**config.mk**
```make
export PLATFORM = sky130hd
export DESIGN_NAME = vram_arbiter_flat
export DESIGN_NICKNAME = d
export VERILOG_FILES = /design/src/rtl/suite_pkg.sv /design/src/rtl/vram_arbiter_if.sv /design/src/rtl/vram_wr_fifo.sv /design/src/rtl/vram_arbiter.sv /design/src/flat_wrapper.sv
export SDC_FILE = /design/constraint.sdc
export NUM_CORES = 1
export LEC_CHECK = 0
export CORE_ASPECT_RATIO = 0.6
export CORE_MARGIN = 2
export CORE_UTILIZATION = 40
export DETAILED_ROUTE_END_ITERATION = 10
export PLACE_DENSITY = 0.69
export SLEW_MARGIN = 20
export SYNTH_ARGS = -nofsm -noshare
export SYNTH_HDL_FRONTEND = slang
export SYNTH_SLANG_ARGS = --single-unit
export TNS_END_PERCENT = 30
```
**constraint.sdc**
```tcl
create_clock -name clk -period 2.9 [get_ports clk]
set_input_delay 0.87 -clock clk [delete_from_list [all_inputs] [get_ports clk]]
set_output_delay 0.87 -clock clk [all_outputs]
set_load 0.05 [all_outputs]
```
**src/rtl/suite_pkg.sv**
```systemverilog
// Shared types and constants for the 240p suite pattern-memory path.
package suite_pkg;

  localparam int VRAM_AW       = 17;
  localparam int VRAM_DW       = 8;
  localparam int VRAM_WR_DEPTH = 4;

  typedef enum logic [1:0] {
    IDLE = 2'd0,
    RD   = 2'd1,
    RDW  = 2'd2,
    WR   = 2'd3
  } vram_arb_state_t;

endpackage

```
**src/rtl/vram_arbiter_if.sv**
```systemverilog
// Bus bundle for the VRAM arbiter: pixel timing, scanout fetch, ioctl
// download and the single-port RAM side. The arbiter is the slave; the
// surrounding video core / HPS bridge / RAM wrapper form the master side.
interface vram_arbiter_if
  import suite_pkg::*;
#(
  parameter int AW = VRAM_AW,
  parameter int DW = VRAM_DW
);

  logic          ce_pix;
  logic          active;
  logic          fetch_req;
  logic [AW-1:0] fetch_addr;
  logic [DW-1:0] fetch_data;
  logic          fetch_valid;
  logic          ioctl_wr;
  logic [AW-1:0] ioctl_addr;
  logic [DW-1:0] ioctl_data;
  logic          ioctl_wait;
  logic          ovf;
  logic [AW-1:0] ram_addr;
  logic [DW-1:0] ram_wdata;
  logic          ram_we;
  logic [DW-1:0] ram_rdata;

  modport slave (
    input  ce_pix, active, fetch_req, fetch_addr,
    input  ioctl_wr, ioctl_addr, ioctl_data, ram_rdata,
    output fetch_data, fetch_valid, ioctl_wait, ovf,
    output ram_addr, ram_wdata, ram_we
  );

  modport master (
    output ce_pix, active, fetch_req, fetch_addr,
    output ioctl_wr, ioctl_addr, ioctl_data, ram_rdata,
    input  fetch_data, fetch_valid, ioctl_wait, ovf,
    input  ram_addr, ram_wdata, ram_we
  );

endinterface

```
**src/rtl/vram_wr_fifo.sv**
```systemverilog
// Small synchronous FIFO of pending download writes ({addr,data} entries).
// Push is ignored when full and pop is ignored when empty; a simultaneous
// push and pop leaves the count unchanged.
module vram_wr_fifo
  import suite_pkg::*;
#(
  parameter int AW    = VRAM_AW,
  parameter int DW    = VRAM_DW,
  parameter int DEPTH = VRAM_WR_DEPTH
) (
  input  logic                     clk,
  input  logic                     reset,
  input  logic                     push,
  input  logic [AW-1:0]            push_addr,
  input  logic [DW-1:0]            push_data,
  input  logic                     pop,
  output logic [AW-1:0]            head_addr,
  output logic [DW-1:0]            head_data,
  output logic [$clog2(DEPTH):0]   count,
  output logic                     full,
  output logic                     empty
);

  localparam int PW = $clog2(DEPTH);

  logic [AW+DW-1:0] mem [DEPTH];
  logic [PW-1:0]    wr_ptr;
  logic [PW-1:0]    rd_ptr;
  logic             do_push;
  logic             do_pop;

  assign full    = (count == (PW+1)'(DEPTH));
  assign empty   = (count == '0);
  assign do_push = push & ~full;
  assign do_pop  = pop & ~empty;
  assign {head_addr, head_data} = mem[rd_ptr];

  // Pointer and occupancy bookkeeping; pointers wrap naturally (power-of-two depth).
  always_ff @(posedge clk) begin
    if (reset) begin
      wr_ptr <= '0;
      rd_ptr <= '0;
      count  <= '0;
    end else begin
      if (do_push) wr_ptr <= wr_ptr + 1'b1;
      if (do_pop)  rd_ptr <= rd_ptr + 1'b1;
      count <= count + {{PW{1'b0}}, do_push} - {{PW{1'b0}}, do_pop};
    end
  end

  // Entry storage; contents need no reset since occupancy is tracked separately.
  always_ff @(posedge clk) begin
    if (do_push) mem[wr_ptr] <= {push_addr, push_data};
  end

endmodule

```
**src/rtl/vram_arbiter.sv**
```systemverilog
// Single-port VRAM arbiter: scanout reads always win, download writes are
// queued in vram_wr_fifo and drained into idle clocks between pixel fetches.
// Optional build macro VRAM_ARB_BLANK_ONLY_EN: when defined, queued writes
// are only issued while active=0 (tear-free download); otherwise active is
// ignored.
module vram_arbiter
  import suite_pkg::*;
#(
  parameter int AW    = VRAM_AW,
  parameter int DW    = VRAM_DW,
  parameter int DEPTH = VRAM_WR_DEPTH
) (
  input  logic           clk,
  input  logic           reset,
  vram_arbiter_if.slave  bus
);

  localparam int CW = $clog2(DEPTH) + 1;

  vram_arb_state_t state;
  logic [AW-1:0]   head_addr;
  logic [DW-1:0]   head_data;
  logic [CW-1:0]   count;
  logic            full;
  logic            empty;
  logic            wr_ok;
  logic            go_rd;
  logic            go_wr;

  vram_wr_fifo #(
    .AW    (AW),
    .DW    (DW),
    .DEPTH (DEPTH)
  ) u_fifo (
    .clk       (clk),
    .reset     (reset),
    .push      (bus.ioctl_wr),
    .push_addr (bus.ioctl_addr),
    .push_data (bus.ioctl_data),
    .pop       (go_wr),
    .head_addr (head_addr),
    .head_data (head_data),
    .count     (count),
    .full      (full),
    .empty     (empty)
  );

`ifdef VRAM_ARB_BLANK_ONLY_EN
  assign wr_ok = ~empty & ~bus.active;
`else
  logic unused_active;
  assign unused_active = bus.active;
  assign wr_ok = ~empty;
`endif

  // RD always proceeds to RDW, so requests arriving in RD are not considered.
  assign go_rd = bus.ce_pix & bus.fetch_req & (state != RD);
  assign go_wr = ~go_rd & wr_ok & (state != RD);

  assign bus.ioctl_wait = (count >= CW'(DEPTH - 1));

  // Arbitration FSM with registered RAM controls and read-return register.
  always_ff @(posedge clk) begin
    if (reset) begin
      state           <= IDLE;
      bus.ram_addr    <= '0;
      bus.ram_wdata   <= '0;
      bus.ram_we      <= 1'b0;
      bus.fetch_data  <= '0;
      bus.fetch_valid <= 1'b0;
    end else begin
      bus.ram_we      <= 1'b0;
      bus.fetch_valid <= 1'b0;
      case (state)
        RD: state <= RDW;
        default: begin
          if (state == RDW) begin
            bus.fetch_data  <= bus.ram_rdata;
            bus.fetch_valid <= 1'b1;
          end
          if (go_rd) begin
            state        <= RD;
            bus.ram_addr <= bus.fetch_addr;
          end else if (go_wr) begin
            state         <= WR;
            bus.ram_addr  <= head_addr;
            bus.ram_wdata <= head_data;
            bus.ram_we    <= 1'b1;
          end else begin
            state <= IDLE;
          end
        end
      endcase
    end
  end

  // Sticky overflow: a download write arrived while the FIFO was full.
  always_ff @(posedge clk) begin
    if (reset)                     bus.ovf <= 1'b0;
    else if (bus.ioctl_wr & full)  bus.ovf <= 1'b1;
  end

endmodule

```
**src/flat_wrapper.sv**
```systemverilog
// flat-port wrapper written by rule: the top's interface ports become plain ports
module vram_arbiter_flat import suite_pkg::*;
#(
  parameter int AW    = VRAM_AW,
  parameter int DW    = VRAM_DW,
  parameter int DEPTH = VRAM_WR_DEPTH
)
  (clk, reset, bus_ce_pix, bus_active, bus_fetch_req, bus_fetch_addr, bus_ioctl_wr, bus_ioctl_addr, bus_ioctl_data, bus_ram_rdata, bus_fetch_data, bus_fetch_valid, bus_ioctl_wait, bus_ovf, bus_ram_addr, bus_ram_wdata, bus_ram_we);
  vram_arbiter_if #(.AW(AW), .DW(DW)) bus_i ();
  input  logic clk;
  input  logic reset;
  input wire logic [$bits(bus_i.ce_pix)-1:0] bus_ce_pix;
  input wire logic [$bits(bus_i.active)-1:0] bus_active;
  input wire logic [$bits(bus_i.fetch_req)-1:0] bus_fetch_req;
  input wire logic [$bits(bus_i.fetch_addr)-1:0] bus_fetch_addr;
  input wire logic [$bits(bus_i.ioctl_wr)-1:0] bus_ioctl_wr;
  input wire logic [$bits(bus_i.ioctl_addr)-1:0] bus_ioctl_addr;
  input wire logic [$bits(bus_i.ioctl_data)-1:0] bus_ioctl_data;
  input wire logic [$bits(bus_i.ram_rdata)-1:0] bus_ram_rdata;
  output wire logic [$bits(bus_i.fetch_data)-1:0] bus_fetch_data;
  output wire logic [$bits(bus_i.fetch_valid)-1:0] bus_fetch_valid;
  output wire logic [$bits(bus_i.ioctl_wait)-1:0] bus_ioctl_wait;
  output wire logic [$bits(bus_i.ovf)-1:0] bus_ovf;
  output wire logic [$bits(bus_i.ram_addr)-1:0] bus_ram_addr;
  output wire logic [$bits(bus_i.ram_wdata)-1:0] bus_ram_wdata;
  output wire logic [$bits(bus_i.ram_we)-1:0] bus_ram_we;
  assign bus_i.ce_pix = bus_ce_pix;
  assign bus_i.active = bus_active;
  assign bus_i.fetch_req = bus_fetch_req;
  assign bus_i.fetch_addr = bus_fetch_addr;
  assign bus_i.ioctl_wr = bus_ioctl_wr;
  assign bus_i.ioctl_addr = bus_ioctl_addr;
  assign bus_i.ioctl_data = bus_ioctl_data;
  assign bus_i.ram_rdata = bus_ram_rdata;
  assign bus_fetch_data = bus_i.fetch_data;
  assign bus_fetch_valid = bus_i.fetch_valid;
  assign bus_ioctl_wait = bus_i.ioctl_wait;
  assign bus_ovf = bus_i.ovf;
  assign bus_ram_addr = bus_i.ram_addr;
  assign bus_ram_wdata = bus_i.ram_wdata;
  assign bus_ram_we = bus_i.ram_we;
  vram_arbiter #(.AW(AW), .DW(DW), .DEPTH(DEPTH)) u_core (.clk(clk), .reset(reset), .bus(bus_i));
endmodule
```
==> Yosys cells after proc, flatten, opt, wreduce, memory -nomap -nowiden <==
Memory sizes are Yosys's and may differ from the RTL's. A register that Yosys moved wholly into a read port is not among the register bits.
Index checks and enable logic that the tools add are counted.
{ "totals": {"mem_bits_rw": 100, "regBits": 45, "n_memories": 1, "elab_cells": 50, "input_bits": 56, "out_inout_bits": 37} }
{ "classes": {"mux": 11, "n_eq_ne": 4, "n_reduce_logical": 7, "addsub": 4, "n_lt_le_gt_ge": 1, "n_bitwise": 11} }
{ "mem_list": {"columns": ["name", "words", "width", "read_ports", "rd_ports_with_merged_regs", "write_ports", "line_no", "text"], "rows": [
  ["u_core.u_fifo.mem", 4, 25, 1, 1, 1, "vram_wr_fifo.sv:26", "logic [AW+DW-1:0] mem [DEPTH];"]
]} }
{ "op_table": {"columns": ["operator", "count"], "rows": [
  ["two-way mux 17 bit", 2],
  ["two-way mux 2 bit", 5],
  ["bitwise AND 1 bit", 7],
  ["adder 2 x 1 -> 2 bit, second input constant", 2],
  ["two-way mux 1 bit", 4],
  ["NOT 1 bit", 4],
  ["AND reduction 2 bit", 2],
  ["adder 3 x 1 -> 3 bit", 1],
  ["equality test 3 bit, second input constant", 1],
  ["greater-or-equal comparator 3 x 2 -> 1 bit, second input constant", 1],
  ["logical NOT 3 bit", 1],
  ["AND reduction 3 bit", 1],
  ["OR reduction 3 bit", 1],
  ["subtractor 3 x 1 -> 3 bit", 1],
  ["equality test 2 x 1 -> 1 bit, second input constant", 1],
  ["equality test 2 bit, second input constant", 1],
  ["!= test 2 x 1 -> 1 bit, second input constant", 1],
  ["nonzero test 2 bit", 1],
  ["OR reduction 2 bit", 1]
]} }

==> Depth between registers and ports, before layout <==
{ "logic_depth": {"word_depth": 8, "ltp_mapped": 10, "mapped_depth_nobuf": 10} }

==> Hierarchy <==
From an unflattened synthesis, not the netlist that was laid out.
{ "hier_totals": {"hier_cells": 372, "hier_area_um2": 5696.7} }
{ "modules_own_cells": {"columns": ["module", "instances", "cells_per_inst", "seq_area_each_um2", "area_per_inst_um2"], "rows": [
  ["vram_wr_fifo", 1, 182, 3183.1, 4125.2],
  ["vram_arbiter", 1, 190, 760.7, 1571.5]
]} }

==> Worst setup path before layout <==
OpenSTA, ideal clock, no wires.
{ "synth_path": {"path_type": "input-to-reg", "startpoint": "in bus_ioctl_wr", "endpoint": "reg u_core.u_fifo.count[2]", "stages": 9, "n_path_buf": 0, "required_time_ns": 2.783, "setup_ns": 0.117, "path_slack_ns": 0.455, "t_arrival_ns": 2.328, "cell_sequence": "a21boi_1 -> inv_1 -> ha_1 -> inv_1 -> ha_1 -> inv_1 -> fa_1 -> xor2_1 -> nor2_1"} }
{ "synth_via": {"elab_chain_cells": 3} }
{ "synth_lines": {"columns": ["item", "line_no", "text"], "rows": [
  ["start, declared", "flat_wrapper.sv:16", "input wire logic [$bits(bus_i.ioctl_wr)-1:0] bus_ioctl_wr;"],
  ["bitwise AND 1 bit", "vram_wr_fifo.sv:34", "assign do_push = push & ~full;"],
  ["adder 3 x 1 -> 3 bit", "vram_wr_fifo.sv:47", "count <= count + {{PW{1'b0}}, do_push} - {{PW{1'b0}}, do_pop};"],
  ["subtractor 3 x 1 -> 3 bit", "vram_wr_fifo.sv:47", null],
  ["end signal, assigned", "vram_wr_fifo.sv:47", null],
  ["end, declared", "vram_wr_fifo.sv:19", "output logic [$clog2(DEPTH):0] count,"]
]} }
No other way between the ends.
A chain may end at the register's enable or synchronous reset.

==> Worst setup path in the final report <==
{ "layout_path": {"startpoint": "reg u_core.bus.ram_addr[14]", "endpoint": "out bus_ram_addr[14]"} }
{ "layout_rtl": {"columns": ["item", "line_no", "text"], "rows": [
  ["start, declared", "vram_arbiter_if.sv:31", "output ram_addr, ram_wdata, ram_we"],
  ["start signal, assigned", "vram_arbiter.sv:83", "bus.ram_addr <= bus.fetch_addr;"],
  ["start signal, assigned", "vram_arbiter.sv:86", "bus.ram_addr <= head_addr;"],
  ["end, declared", "flat_wrapper.sv:24", "output wire logic [$bits(bus_i.ram_addr)-1:0] bus_ram_addr;"]
]} }
No word-level cell between the ends.

==> flow_metrics.tcl <==
set metrics [dict create \
    status "finished clean" \
    io_buffers 91 \
    cts_made_buffers 17 \
    cts-root-buf "clkbuf_16" \
    fmax_mhz 404 \
    pin_count 93 \
    worstPathArrival_ns 1.61 \
    clk_latency_ns 0.41 \
    drtAntennaViolNets 0 \
    diodes 0 \
    cpLargestDelayFamily "buffers and inverters" \
    powerDensity_nw_per_um2 966 \
    holdCritStartpoint "u_core.bus.ram_wdata[0]$_SDFFE_PP0P_" \
    final_critical_path_setup_slack_ns 0.424 \
    hold_viol 0 \
    avgSynthCellArea_um2 17.1 \
    grt.overflow.total 0 \
    cts_sinks 147 \
    synth_ff_type "edfxtp_1" \
    ys_warn_count 0 \
    vias 3201 \
    seq_area_frac_synth_pct 70.6 \
    cp-end-kind "primary output" \
    syn_to_final_growth_pct 32.8 \
    min_to "u_core.bus.ram_wdata[0]$_SDFFE_PP0P_" \
    nets 505 \
    drc 0 \
    viasPerCell 4.96 \
    num-fill-cells 1062 \
    min_period_ns 2.48 \
    antenna_found_initial 0 \
    whs_path_depth 2 \
    drive_gt1_share_pct 16.1 \
    grt_pass1_wl_um 17300 \
    fin_worst_skew_ns 0.0117 \
    grt_max_degree 25 \
    reg2reg_to "u_core.u_fifo.count[2]$_SDFF_PP0_" \
    finalNonFillerCells 646 \
    gr-usage-all-layers_pct 15.9 \
    cts_resized 0 \
    max_slew.worst_pin.slew_ns 0.591 \
    core_um2 13700 \
    r2r_start "u_core.u_fifo.count[1]$_SDFF_PP0_" \
    syn_nets 390 \
    synth_cells 326 \
    peakVddDrop_uv 335 \
    worst_setup_path_start_kind "flop" \
    num_rows 33 \
    yosysTopAreaCell "edfxtp_1" \
    path_cells "clkdlybuf4s50_1" \
    setup_tns_ns 0 \
    cts_buffer_depth 2 \
    first_pass_iters 4 \
    die_area_um2 15000 \
    report.final.slew_viol_count 0 \
    period_share_pct 85.4 \
    cap_violations 0 \
    grt_pass1_vias 3185 \
    reg2reg_setup_slack_ns 0.78 \
    setup_violations 0 \
    holdBufCountCts 0 \
    maxSlewHeadroom_pct 60.5 \
    synth_top_area_share_pct 53.7 \
    async_reset_ff_share_pct 0 \
    clk_pin_slew_worst_paths_ns 0.06 \
    cp_max_fo 2 \
    h-tree-depth 4 \
    post_drt_wl_per_cell_um 17.7 \
    slowest_stage "clkdlybuf4s50_1" \
    p_leak_nw 2.67 \
    postCtsSetupRepairBufs 0 \
    synth_cell_types 40 \
    ys_ff_latch 147 \
    gp_congestion 0.705 \
    drtIter0Drc 185 \
    critPathBufInv 1 \
    place_inst 614 \
    dieWidth_um 157 \
    r2r_cells 10 \
    required_ns 2.03 \
    criticalPathCategory "flop to primary output" \
    initial_utilization_pct 40.9 \
    rsz0062_at_grt "no" \
    dp_hpwl_um 7600 \
    final_cell_mix "edfxtp_1 (100), clkdlybuf4s50_1 (89), dfxtp_1 (46)" \
    min_path_type "flop to flop" \
    synth_area_um2 5590 \
    pre_cts_ws_ns 0.0245 \
    synth_edf_count 100 \
    slowest_delay_ns 0.87 \
    yosys-top-cells-area "edfxtp_1 (54%), dfxtp_1 (17%), mux4_1 (6.6%)" \
    layout_commonest_cell "edfxtp_1" \
    die_height_um 95.6 \
    wl_um 11400 \
    cts_tree "yes" \
]
==> cell usage after synthesis (3+ instances only) <==
cell type,n
mux4_2,11
edfxtp_1,100
and3b_1,16
dfxtp_1,47
nand2_1,35
a21oi_1,17
a221o_1,16
mux4_1,14
nor2_1,11
buf_2,7
ha_1,7
clkbuf_1,3
inv_1,6
and2_1,5
==> stage by stage <==
step	utilization [%]	hold slack (ns)	power, mW	area, µm²
5_1_grt	54.3	0.478	7.47	7420
6_report	54.3	0.461	7.17	7420
2_1_floorplan	-	0.485	4.27	5590
4_1_cts	54.3	0.462	7.24	7420
3_3_place_gp	49.7	0.442	4.92	6790
3_5_place_dp	49.7	0.454	4.96	6790
==> sequential cells by signal, summed over array words and instances (netlist names), named ones only <==
name,flops
u_core.bus.ram_we,1
u_core.bus.ram_wdata,8
u_core.bus.ovf,1
u_core.bus.fetch_valid,1
u_core.bus.fetch_data,8
u_core.u_fifo.mem,100
u_core.bus.ram_addr,17
u_core.u_fifo.count,3
u_core.u_fifo.rd_ptr,2
u_core.u_fifo.wr_ptr,2
u_core.state,2
==> final cells by class <==
cell class / instances / area (µm²) / share of cell area (%)
tap: 192 / 240 / 3.24
sequential: 147 / 3950 / 53.2
clock buffer: 20 / 489 / 6.59
multi-input combinational: 156 / 1510 / 20.4
inverter: 7 / 26.3 / 0.354
timing repair buffer: 112 / 1070 / 14.4
clock inverter: 12 / 141 / 1.91
==> how the worst max path moves through the flow <==
stage | endpoint | startpoint | depth (start not counted)
global route | u_core.u_fifo.count[2]$_SDFF_PP0_ | bus_ioctl_wr | 10
floorplan | u_core.u_fifo.count[2]$_SDFF_PP0_ | bus_ioctl_wr | 9
finish | bus_ram_addr[14] | u_core.bus.ram_addr[14]$_SDFFE_PP0P_ | 1
CTS | bus_ioctl_wait | u_core.u_fifo.count[2]$_SDFF_PP0_ | 5
global placement | u_core.u_fifo.count[2]$_SDFF_PP0_ | bus_ioctl_wr | 10
detailed placement | u_core.u_fifo.count[2]$_SDFF_PP0_ | bus_ioctl_wr | 10
==> routing by layer <==
metal	share of wire [%]	routed length (µm)	global-route usage [%]	up-vias
met2	45	5140	24.4	73
met1	49	5570	21.6	1626
met5	0	0	0	-
met3	5.9	672	5.86	5
li1	-	-	-	1497
met4	0.37	42	3.98	0
==> report_power, final <==
group	total (mW)	internal (mW)	switching, mW
combinational	2.10	0.876	1.23
clock	2.27	1.40	0.861
sequential	2.80	2.60	0.197
==> logic make-up after synthesis <==
group / count (synthesis) / share of synthesized area (%)
AOI/OAI and AO/OA: 39 / 5.28
xor gates and xnor gates: 4 / 0.627
adders and majority gates: 8 / 1.93
buffers and inverters: 23 / 2.35
DFF: 147 / 70.6
muxes: 26 / 11.2
and+or+nand+nor: 79 / 8.04
==> worst reg2reg max path, stage by stage, from the launching register on <==
cell	delay [ns]
dfxtp_1	0.37
or3_4	0.43
nand3_2	0.11
inv_2	0.04
ha_1	0.26
inv_1	0.06
ha_1	0.13
inv_1	0.05
fa_1	0.37
xor2_1	0.14
nor2_1	0.05
(Power assumes the default switching activity.)
